`src/rtl/nested_int_ctrl.sv`:
```
// nested_int_ctrl: parametrised nested-priority interrupt controller.
// Latches rising edges on the interrupt lines and presents the highest-priority
// unmasked pending source. A source is presented only when its priority is
// strictly above every source already in service. Sources being serviced are
// tracked as a nesting set, which is exported as running/cur_level.
// Source N_SRC-1 has the highest priority.
// Optional build macro NIC_SOFT_INT_EN adds the sw_set input. A pulse on
// sw_set[i] raises pending[i] in the same way as a hardware edge.
module nested_int_ctrl #(
  parameter int unsigned N_SRC                  = 3,
  parameter int unsigned VEC_W                  = 32,
  parameter logic [VEC_W-1:0] VEC_BASE          = VEC_W'(32'h0000_0100),
  parameter logic [VEC_W-1:0] VEC_STRIDE        = VEC_W'(32'h0000_0010),
  localparam int unsigned ID_W                  = (N_SRC > 1) ? $clog2(N_SRC) : 1,
  localparam int unsigned LVL_W                 = $clog2(N_SRC + 1)
) (
  input  logic                 clk,
  input  logic                 clr,
  input  logic [N_SRC-1:0]     int_req,
  input  logic [N_SRC-1:0]     int_mask,
  input  logic                 int_en,
  input  logic                 ack,
  input  logic                 eret,
`ifdef NIC_SOFT_INT_EN
  input  logic [N_SRC-1:0]     sw_set,
`endif
  output logic                 irq,
  output logic [ID_W-1:0]      vec_id,
  output logic [VEC_W-1:0]     vec_addr,
  output logic [N_SRC-1:0]     running,
  output logic [LVL_W-1:0]     cur_level
);

  // Index of the highest set bit. Returns 0 for an empty vector, so callers
  // must qualify the result with a non-empty test.
  function automatic logic [ID_W-1:0] hi_idx(input logic [N_SRC-1:0] v);
    logic [ID_W-1:0] r;
    r = {ID_W{1'b0}};
    for (int i = 0; i < N_SRC; i++) begin
      r = v[i] ? ID_W'(i) : r;
    end
    return r;
  endfunction

  // Nesting level of a running set: highest set index + 1. An empty set gives 0.
  function automatic logic [LVL_W-1:0] level_of(input logic [N_SRC-1:0] v);
    logic [LVL_W-1:0] r;
    r = {LVL_W{1'b0}};
    for (int i = 0; i < N_SRC; i++) begin
      r = v[i] ? LVL_W'(i + 1) : r;
    end
    return r;
  endfunction

  // One-hot decode of a source index.
  function automatic logic [N_SRC-1:0] onehot(input logic [ID_W-1:0] idx);
    logic [N_SRC-1:0] r;
    r = {N_SRC{1'b0}};
    for (int i = 0; i < N_SRC; i++) begin
      r[i] = (ID_W'(i) == idx);
    end
    return r;
  endfunction

  logic [N_SRC-1:0] req_q, req_d;
  logic [N_SRC-1:0] pend_q, pend_d;
  logic [N_SRC-1:0] run_q, run_d;

  logic [N_SRC-1:0] edge_s;
  logic [N_SRC-1:0] set_s;
  logic [N_SRC-1:0] elig_s;
  logic [N_SRC-1:0] take_oh_s;
  logic [N_SRC-1:0] ret_oh_s;
  logic [ID_W-1:0]  sel_s;
  logic [ID_W-1:0]  top_s;
  logic [LVL_W-1:0] cur_level_s;
  logic [LVL_W-1:0] sel_level_s;
  logic             any_elig_s;
  logic             irq_s;
  logic             take_s;
  logic             ret_s;

  // Request sources: rising edges on the raw lines, plus optional software sets.
  always_comb begin
    edge_s = int_req & ~req_q;
`ifdef NIC_SOFT_INT_EN
    set_s  = edge_s | sw_set;
`else
    set_s  = edge_s;
`endif
  end

  // Arbitration: find the best eligible source and compare it with the
  // current nesting level.
  always_comb begin
    elig_s      = pend_q & ~int_mask;
    any_elig_s  = |elig_s;
    sel_s       = hi_idx(elig_s);
    cur_level_s = level_of(run_q);
    sel_level_s = LVL_W'(sel_s) + LVL_W'(1'b1);
    if (int_en && any_elig_s && (sel_level_s > cur_level_s)) begin
      irq_s = 1'b1;
    end else begin
      irq_s = 1'b0;
    end
  end

  // Handshake decode: an ack counts only while a source is presented, and an
  // eret counts only while some handler is in service.
  always_comb begin
    take_s = ack & irq_s;
    ret_s  = eret & (|run_q);
    top_s  = hi_idx(run_q);
    if (take_s) begin
      take_oh_s = onehot(sel_s);
    end else begin
      take_oh_s = {N_SRC{1'b0}};
    end
    if (ret_s) begin
      ret_oh_s = onehot(top_s);
    end else begin
      ret_oh_s = {N_SRC{1'b0}};
    end
  end

  // Next state. A new request that arrives on the source being acked is
  // OR-ed in after the clear, so that request is not lost. An eret retires
  // the old innermost handler, and a simultaneous ack adds the new one;
  // both use pre-edge state.
  always_comb begin
    req_d  = int_req;
    pend_d = (pend_q & ~take_oh_s) | set_s;
    run_d  = (run_q & ~ret_oh_s) | take_oh_s;
  end

  // State registers, cleared asynchronously by clr.
  always_ff @(posedge clk or negedge clr) begin
    if (!clr) begin
      req_q  <= {N_SRC{1'b0}};
      pend_q <= {N_SRC{1'b0}};
      run_q  <= {N_SRC{1'b0}};
    end else begin
      req_q  <= req_d;
      pend_q <= pend_d;
      run_q  <= run_d;
    end
  end

  // Outputs. The vector fields are zero whenever no interrupt is presented.
  always_comb begin
    irq       = irq_s;
    running   = run_q;
    cur_level = cur_level_s;
    if (irq_s) begin
      vec_id   = sel_s;
      vec_addr = VEC_BASE + (VEC_W'(sel_s) * VEC_STRIDE);
    end else begin
      vec_id   = {ID_W{1'b0}};
      vec_addr = {VEC_W{1'b0}};
    end
  end

endmodule
```
`config.mk`:
```
export PLATFORM = sky130hd
export DESIGN_NAME = nested_int_ctrl
export DESIGN_NICKNAME = d
export VERILOG_FILES = /design/src/rtl/nested_int_ctrl.sv
export SDC_FILE = /design/constraint.sdc
export NUM_CORES = 1
export LEC_CHECK = 0
export BUFFER_PORTS_ARGS = -buffer_cell sky130_fd_sc_hd__clkbuf_2
export CORE_MARGIN = 2
export CORE_UTILIZATION = 40
export DETAILED_ROUTE_END_ITERATION = 12
export PLACE_DENSITY = 0.75
export SLEW_MARGIN = 20
export SYNTH_ARGS = -nofsm -noshare
export SYNTH_HDL_FRONTEND = slang
export SYNTH_SLANG_ARGS = --single-unit
```
`constraint.sdc`:
```
create_clock -name clk -period 2.2 [get_ports clk]
set_input_delay 0.22 -clock clk [delete_from_list [all_inputs] [get_ports clk]]
set_output_delay 0.22 -clock clk [all_outputs]
set_load 0.005 [all_outputs]
```
**After elaboration in Yosys (flattened, before gate mapping)**

Index checks and enable logic that the tools add are counted.

- Bits in registers: 9
- Bits of input ports: 11
- Output and inout bits: 40
- Logic and storage cells: 40

- Add/sub/neg operators: 2
- $lt $le $gt $ge: 1
- Equality and inequality tests: 4
- Multiplexer cells: 12
- Bitwise gates (word level): 12
- Reductions and logical operators: 6

Operator list:

| operator | number |
|---|---|
| $mux W32 | 1 |
| $and A3 B3 Y3 | 4 |
| $not A3 Y3 | 4 |
| $add A9 B6 Y10 const A | 1 |
| $mux W2 | 5 |
| $mux W3 | 2 |
| $or A3 B3 Y3 | 2 |
| $reduce_or A3 Y1 | 2 |
| $eq A1 B2 Y1 const A | 2 |
| $eq A2 B2 Y1 const A | 2 |
| $logic_not A2 Y1 | 2 |
| $mux W1 | 4 |
| $add A2 B1 Y2 const B | 1 |
| $and A1 B1 Y1 | 2 |
| $gt A2 B2 Y1 | 1 |
| $logic_and A1 B1 Y1 | 2 |

**Depth between registers and ports, before layout**

Gate-level depths: netlist (run 1).

- Word-level depth: 13
- Depth in mapped cells: 8
- Gate-level depth less buffers: 7

**Worst setup path after synthesis (run 1)**

Ideal clock, no wire load.

- Path kind: register to output
- Start: register pend_q[2]
- End: output vec_id[0]
- Data arrival time: 1.598 ns
- Required time: 1.980 ns
- Path slack: 0.382 ns
- Stages on the path, launching flop included: 9
- Buffers on the path: 1
- Cells stage by stage: dfrtp_1 > nor2b_1 > nor2_1 > inv_1 > ha_1 > nor2b_4 > o211ai_1 > nor2_1 > buf_4

- Cells in the longest elaborated chain, start to end: 7
- Elaborated cells between the ends (all ways): 9
- Classes of those cells: 1 x add/sub; 1 x order compare; 3 x mux; 1 x bitwise; 3 x reduce/logical

Ends and longest elaborated chain:

| what | line | source |
|---|---|---|
| start: declaration | 66 | `logic [N_SRC-1:0] pend_q, pend_d;` |
| start signal: assignment | 140 | `pend_q <= {N_SRC{1'b0}};` |
| start signal: assignment | 144 | `pend_q <= pend_d;` |
| $and A3 B3 Y3 (*) | 96 | `elig_s = pend_q & ~int_mask;` |
| $mux W2 | 40 | `r = v[i] ? ID_W'(i) : r;` |
| $add A2 B1 Y2 | 100 | `sel_level_s = LVL_W'(sel_s) + LVL_W'(1'b1);` |
| $gt A2 B2 Y1 | 101 | `if (int_en && any_elig_s && (sel_level_s > cur_level_s)) begin` |
| $logic_and A1 B1 Y1 | 101 |  |
| $mux W1 | 101 |  |
| $mux W2 (*) | 154 | `if (irq_s) begin` |
| end: declaration | 28 | `output logic [ID_W-1:0] vec_id,` |

Mark *: on every way between the ends. The rest lies on a longest branch, timed or not.

**Worst setup path in the final report (run 1)**

- Start: register pend_q[2]
- End: output vec_addr[5]

- Cells in the longest elaborated chain, start to end: 7
- Elaborated cells between the ends (all ways): 10
- Classes of those cells: 2 x add/sub; 1 x order compare; 3 x mux; 1 x bitwise; 3 x reduce/logical

Ends and longest elaborated chain:

| what | line | source |
|---|---|---|
| $and A3 B3 Y3 (*) | 96 |  |
| $mux W2 | 40 |  |
| $add A2 B1 Y2 | 100 |  |
| $gt A2 B2 Y1 | 101 |  |
| $logic_and A1 B1 Y1 | 101 |  |
| $mux W1 | 101 |  |
| $mux W32 (*) | 154 |  |
| end: declaration | 29 | `output logic [VEC_W-1:0] vec_addr,` |

Marks and branches as above.

==> flow_metrics.tcl, run 1 <==
set metrics [dict create \
    crit_path_end_kind "output port" \
    avgViaCountPerCell 4.05 \
    drcViolationCount 0 \
    synth.yosys.seq_area_share_pct 31.6 \
    worstRegToRegCells 7 \
    synthTopCellsByArea "buf_4, dfrtp_1, inv_1" \
    synth_top_area_cell "buf_4" \
    finalSetupTns_ns 0 \
    grt.met2_usage_pct 18.1 \
    p_total_w 0.000512 \
    holdPathEnd "req_q[2]" \
    synth_top_area_share_pct 33.7 \
    antenna_found_initial 0 \
    cts_buffer_depth 2 \
    powerDensity_nw_per_um2 635 \
    grt_start_max_net_pins 10 \
    busiest_layer "met2" \
    diodes 0 \
    die_w_um 46.2 \
    cap_violations 0 \
    slew_viol_final 0 \
    vias 535 \
    grt.total_usage_pct 11.5 \
    postRouteAntennaNets 0 \
    die-area_um2 2140 \
    syn_area_um2 713 \
    synth-main-ff-cell "dfrtp_1" \
    cts_max_level 1 \
    peakVddDrop_mv 0.373 \
    synth_edf_count 0 \
    routedWlPerCell_um 9.23 \
    fin_crit_ns 2.08 \
    hpwl_um 985 \
    path_cells "nor2b_4, nor2_4, inv_2, ha_4, nor2b_4, o211ai_1, nor2_1, buf_2" \
    synth.most_common_cell "buf_4" \
    arrival_ns 1.86 \
    cts_buffers 3 \
    core_um2 1710 \
    grt_overflow 0 \
    routabilityCongestion 0.731 \
    syn_avg_cell_area_um2 8.59 \
    r2r_slack_ns 0.54 \
    grt_pass1_vias 428 \
    critical_path_class "register to output port" \
    critPathLaunchType "register" \
    p_leak_nw 0.473 \
    cpPeakStageDelay_ns 0.41 \
    cp.required_ns 1.98 \
    clock.fmax_mhz 480 \
    critPathMostFrequentCell "nor2b_4" \
    ys_types 22 \
    boundaryPins 51 \
    syn_inst 83 \
    cts_tree "built" \
    cts-root-buf "clkbuf_4" \
    timing.rr.start "pend_q[2]" \
    areaGrowthSynthToFinish_pct 13.2 \
    min_from "int_req[2]" \
    final-setup-viol-count 0 \
    initial_core_util_pct 41.8 \
    clkTransAtPathRegs_ns 0.06 \
    hp-class "input pin to register" \
    nNetsFinal 121 \
    io_buffers 21 \
    wl_mm 1.22 \
    grt_pass1_wl_mm 1.74 \
    critPathSlowestCell "dfrtp_1" \
    grt_use_met3_pct 1.18 \
    dr.pass1.iters 3 \
    drt-initial-drc-count 5 \
    grtUsageMet1_pct 14.3 \
    fin_crit_sh_pct 94.6 \
    yosys_register_bits 9 \
    synth-async-reset-ratio_pct 100 \
    outcome "completed" \
    clock_sinks 9 \
    hold_violations 0 \
    crit_fanout 4 \
    fin_skew_ns 0.00126 \
    r2r_end "running[0]" \
    ys_warn_count 0 \
    row_count 15 \
    synth_common_cells "buf_4, dfrtp_1, inv_1" \
    drive_gt1_share_pct 32.7 \
    die_h_um 46.2 \
    insertion_delay_ns 0.26 \
    fin_hold_ws_ns 0.0782 \
    hold_depth 1 \
]
-- where the power goes --
| group | internal (W) | switching, W |
|---|---|---|
| clock network | 0.0000696 | 0.0000536 |
| registers | 0.000180 | 0.0000123 |
| logic | 0.0000914 | 0.000105 |
-- worst max path at each step --
stage | slack [ns] | end | cells past startpoint | startpoint
after global placement | 0.30 | vec_id[0] | 8 | pend_q[2]
after floorplan | 0.38 | vec_id[0] | 8 | pend_q[2]
after CTS | 0.02 | irq | 8 | pend_q[2]
after detailed placement | 0.23 | irq | 8 | pend_q[2]
after global routing | -0.0005 | vec_addr[5] | 8 | pend_q[2]
final | 0.12 | vec_addr[5] | 8 | pend_q[2]
-- flip-flops by register name, indices dropped and copies added, names as in the netlist --
name / flops
pend_q: 3
req_q: 3
running: 3
-- cell usage in the layout, fill, tap and decap left out, drive strengths merged, types with 2 or more instances in the layout --
cell type | synthesis | layout
o21ai | 2 | 2
conb | 1 | 29
nand2 | 3 | 3
nor2b | 5 | 5
ha | 2 | 2
clkbuf | 0 | 24
dfrtp | 9 | 9
nand2b | 2 | 2
a21oi | 3 | 3
nor2 | 6 | 6
buf | 32 | 3
inv | 8 | 8
-- cell families after synthesis --
| kind of cell | share of synthesized area [%] |
|---|---|
| AND/OR/NAND/NOR | 12.6 |
| adder cells (fa/ha/maj) | 3.51 |
| other | 0.526 |
| buffers and inverters | 37.9 |
| flip-flops | 31.6 |
| AO/OA/AOI/OAI | 13.9 |
-- routing by layer --
layer  up-vias  wire (um)
met1       249        485
met4         0         21
met3         2         74
met5         -          0
met2        28        637
li1        256          -
-- timing repair --
action,4_1_cts,5_1_grt
hold buffers,1,0
setup buffers,1,1
pin swaps,1,3
gates resized for setup,1,10
setup endpoints to repair,6,6
hold endpoints to repair,9,0
-- layout make-up --
type                    instances  area, um^2
clock buffers                   4        26.3
fillers                       180         901
inverters                       8        30.0
multi-input cells              62         364
flip-flops and latches          9         225
well taps                      25        31.3
repair buffers                 24         130
-- worst max-delay path, delay by kind of cell (launching register included) --
family                     cells  cell delay [ns]
AOI/OAI and AO/OA              1             0.29
adders and majority gates      1             0.23
buffers and inverters          2             0.19
DFF                            1             0.41
and+or+nand+nor                4             0.49
-- stage by stage --
stage	instances	utilization [%]	cell area, um^2	setup WS [ns]
final	132	47.3	807	0.119
after global routing	132	47.3	807	-0.000453
after CTS	131	44.5	761	0.0183
after detailed placement	125	41.8	714	0.227
after global placement	125	41.8	714	0.298
after floorplan	111	-	818	0.382
Note: power is estimated with default switching activity, not from simulation.
==> run 2: changes to the inputs <==
- RECOVER_POWER: not set -> 100
==> run 2 against run 1 <==
Net effect: critical path depth unchanged; die area unchanged; global-route usage unchanged; first-iteration DRC count unchanged; highest routed layer unchanged; critical endpoint unchanged; largest power group is now registers; fmax about the same.
==> flow_metrics.tcl, run 2 (synthesized netlist as in run 1, its figures left out) <==
set metrics [dict create \
    insertion_delay_ns 0.25 \
    drive_gt1_share_pct 26.2 \
    path_cells "nor2b_4, nor2_4, inv_2, ha_4, nor2b_4, o211ai_1, nor2_1, buf_2" \
    critPathTopFamily "simple AND/OR/NAND/NOR gates" \
    slew_viol_final 0 \
    io_buffers 21 \
    clock_sinks 9 \
    cts_buffer_depth 2 \
    fin_util_pct 46.7 \
    crit_path_end_kind "output port" \
    row_count 15 \
    antenna_found_initial 0 \
    layout_common_cells "conb_1, clkbuf_2, dfrtp_1, inv_1, clkbuf_1" \
    final_area_um2 798 \
    areaGrowthSynthToFinish_pct 11.9 \
    fillCellCount 184 \
    hpwl_um 985 \
    p_leak_nw 0.454 \
    final-setup-viol-count 0 \
    postRouteAntennaNets 0 \
    cts_tree "built" \
    drt-initial-drc-count 5 \
    cpPeakStageDelay_ns 0.41 \
    initial_core_util_pct 41.8 \
    placedInstanceArea_um2 714 \
    peakVddDrop_mv 0.383 \
    die_h_um 46.2 \
    dr.pass1.iters 3 \
    arrival_ns 1.86 \
    nNetsFinal 121 \
    crit_fanout 4 \
    boundaryPins 51 \
    p_total_w 0.000509 \
    critPathSlowestCell "dfrtp_1" \
    clock.fmax_mhz 480 \
    vias 531 \
    grt_overflow 0 \
    powerDensity_nw_per_um2 637 \
    diodes 0 \
    drcViolationCount 0 \
    grt_start_max_net_pins 10 \
    fin_crit_sh_pct 94.6 \
    fin_crit_ns 2.08 \
    crit_buf_inv 2 \
    dpl.cell_count 125 \
    grt_pass1_wl_mm 1.74 \
    routedWlPerCell_um 9.27 \
    fin_skew_ns 0.00128 \
    grt.total_usage_pct 11.5 \
    routabilityCongestion 0.731 \
    avgViaCountPerCell 4.02 \
    cts_max_level 1 \
    grt_pass1_vias 428 \
    instances_no_fill 132 \
    cts-root-buf "clkbuf_4" \
    critPathMostFrequentCell "nor2b_4" \
    wl_mm 1.22 \
    cp.required_ns 1.98 \
    die-area_um2 2140 \
    layout_commonest_cell "conb_1" \
    hp-class "input pin to register" \
    core_um2 1710 \
    critical_path_class "register to output port" \
    cap_violations 0 \
    die_w_um 46.2 \
    critPathLaunchType "register" \
    cts_buffers 3 \
    outcome "completed" \
    hold_violations 0 \
    clkTransAtPathRegs_ns 0.06 \
]
run 2: cell counts in the layout (fill, tap and decap cells not counted):
Identical to the previous run, type by type.
run 2: repair_timing:
action | 4_1_cts | 5_1_grt
setup endpoints to repair | 6 | 6
pin swaps | 1 | 3
buffers inserted | 1 | 1
resized for setup | 1 | 10
hold endpoints to repair | 9 | 0
hold buffers | 1 | 0
run 2: cell type report:
| class | instances | area, um^2 | area share (%) |
|---|---|---|---|
| repair buffers | 24 | 123 | 15.4 |
| well taps | 25 | 31.3 | 3.92 |
| flip-flops and latches | 9 | 225 | 28.2 |
| clock buffers | 4 | 26.3 | 3.29 |
| multi-input cells | 62 | 363 | 45.5 |
| inverters | 8 | 30.0 | 3.76 |
run 2: per-stage QoR:
step / setup WS (ns) / TNS (ns) / hold slack [ns]
detailed placement: 0.227 / 0 / 0.0820
finish: 0.119 / 0 / 0.0786
CTS: 0.0183 / 0 / 0.0702
global route: -0.000359 / -0.000359 / 0.0717
floorplan: 0.382 / 0 / -0.0756
global placement: 0.298 / 0 / 0.0793
run 2: per-layer routing:
metal	share of wire, %	vias to the layer above	track usage [%]
met5	0	-	0
met4	1.7	0	8.57
met3	6.2	2	1.18
met2	52	28	18.1
met1	40	245	14.3
li1	-	256	-
run 2: path summary, 6_finish.rpt:
| path | startpoint | slack [ns] | to | cells after the start |
|---|---|---|---|---|
| max | pend_q[2] | 0.12 | vec_addr[5] | 8 |
| min in group asynchronous | clr | 0.42 | pend_q[2] | 2 |
| min | int_req[2] | 0.08 | req_q[2] | 1 |
| max in group asynchronous | clr | 1.47 | req_q[0] | 2 |
| min reg2reg | req_q[1] | 0.48 | pend_q[1] | 1 |
| max reg2reg | pend_q[2] | 0.52 | running[0] | 7 |
run 2: power breakdown:
part,internal [W],switching [W],leakage [nW]
clock network,0.0000696,0.0000535,0.0150
registers,0.000180,0.0000123,0.103
logic,0.0000878,0.000105,0.336
total,0.000338,0.000171,0.454
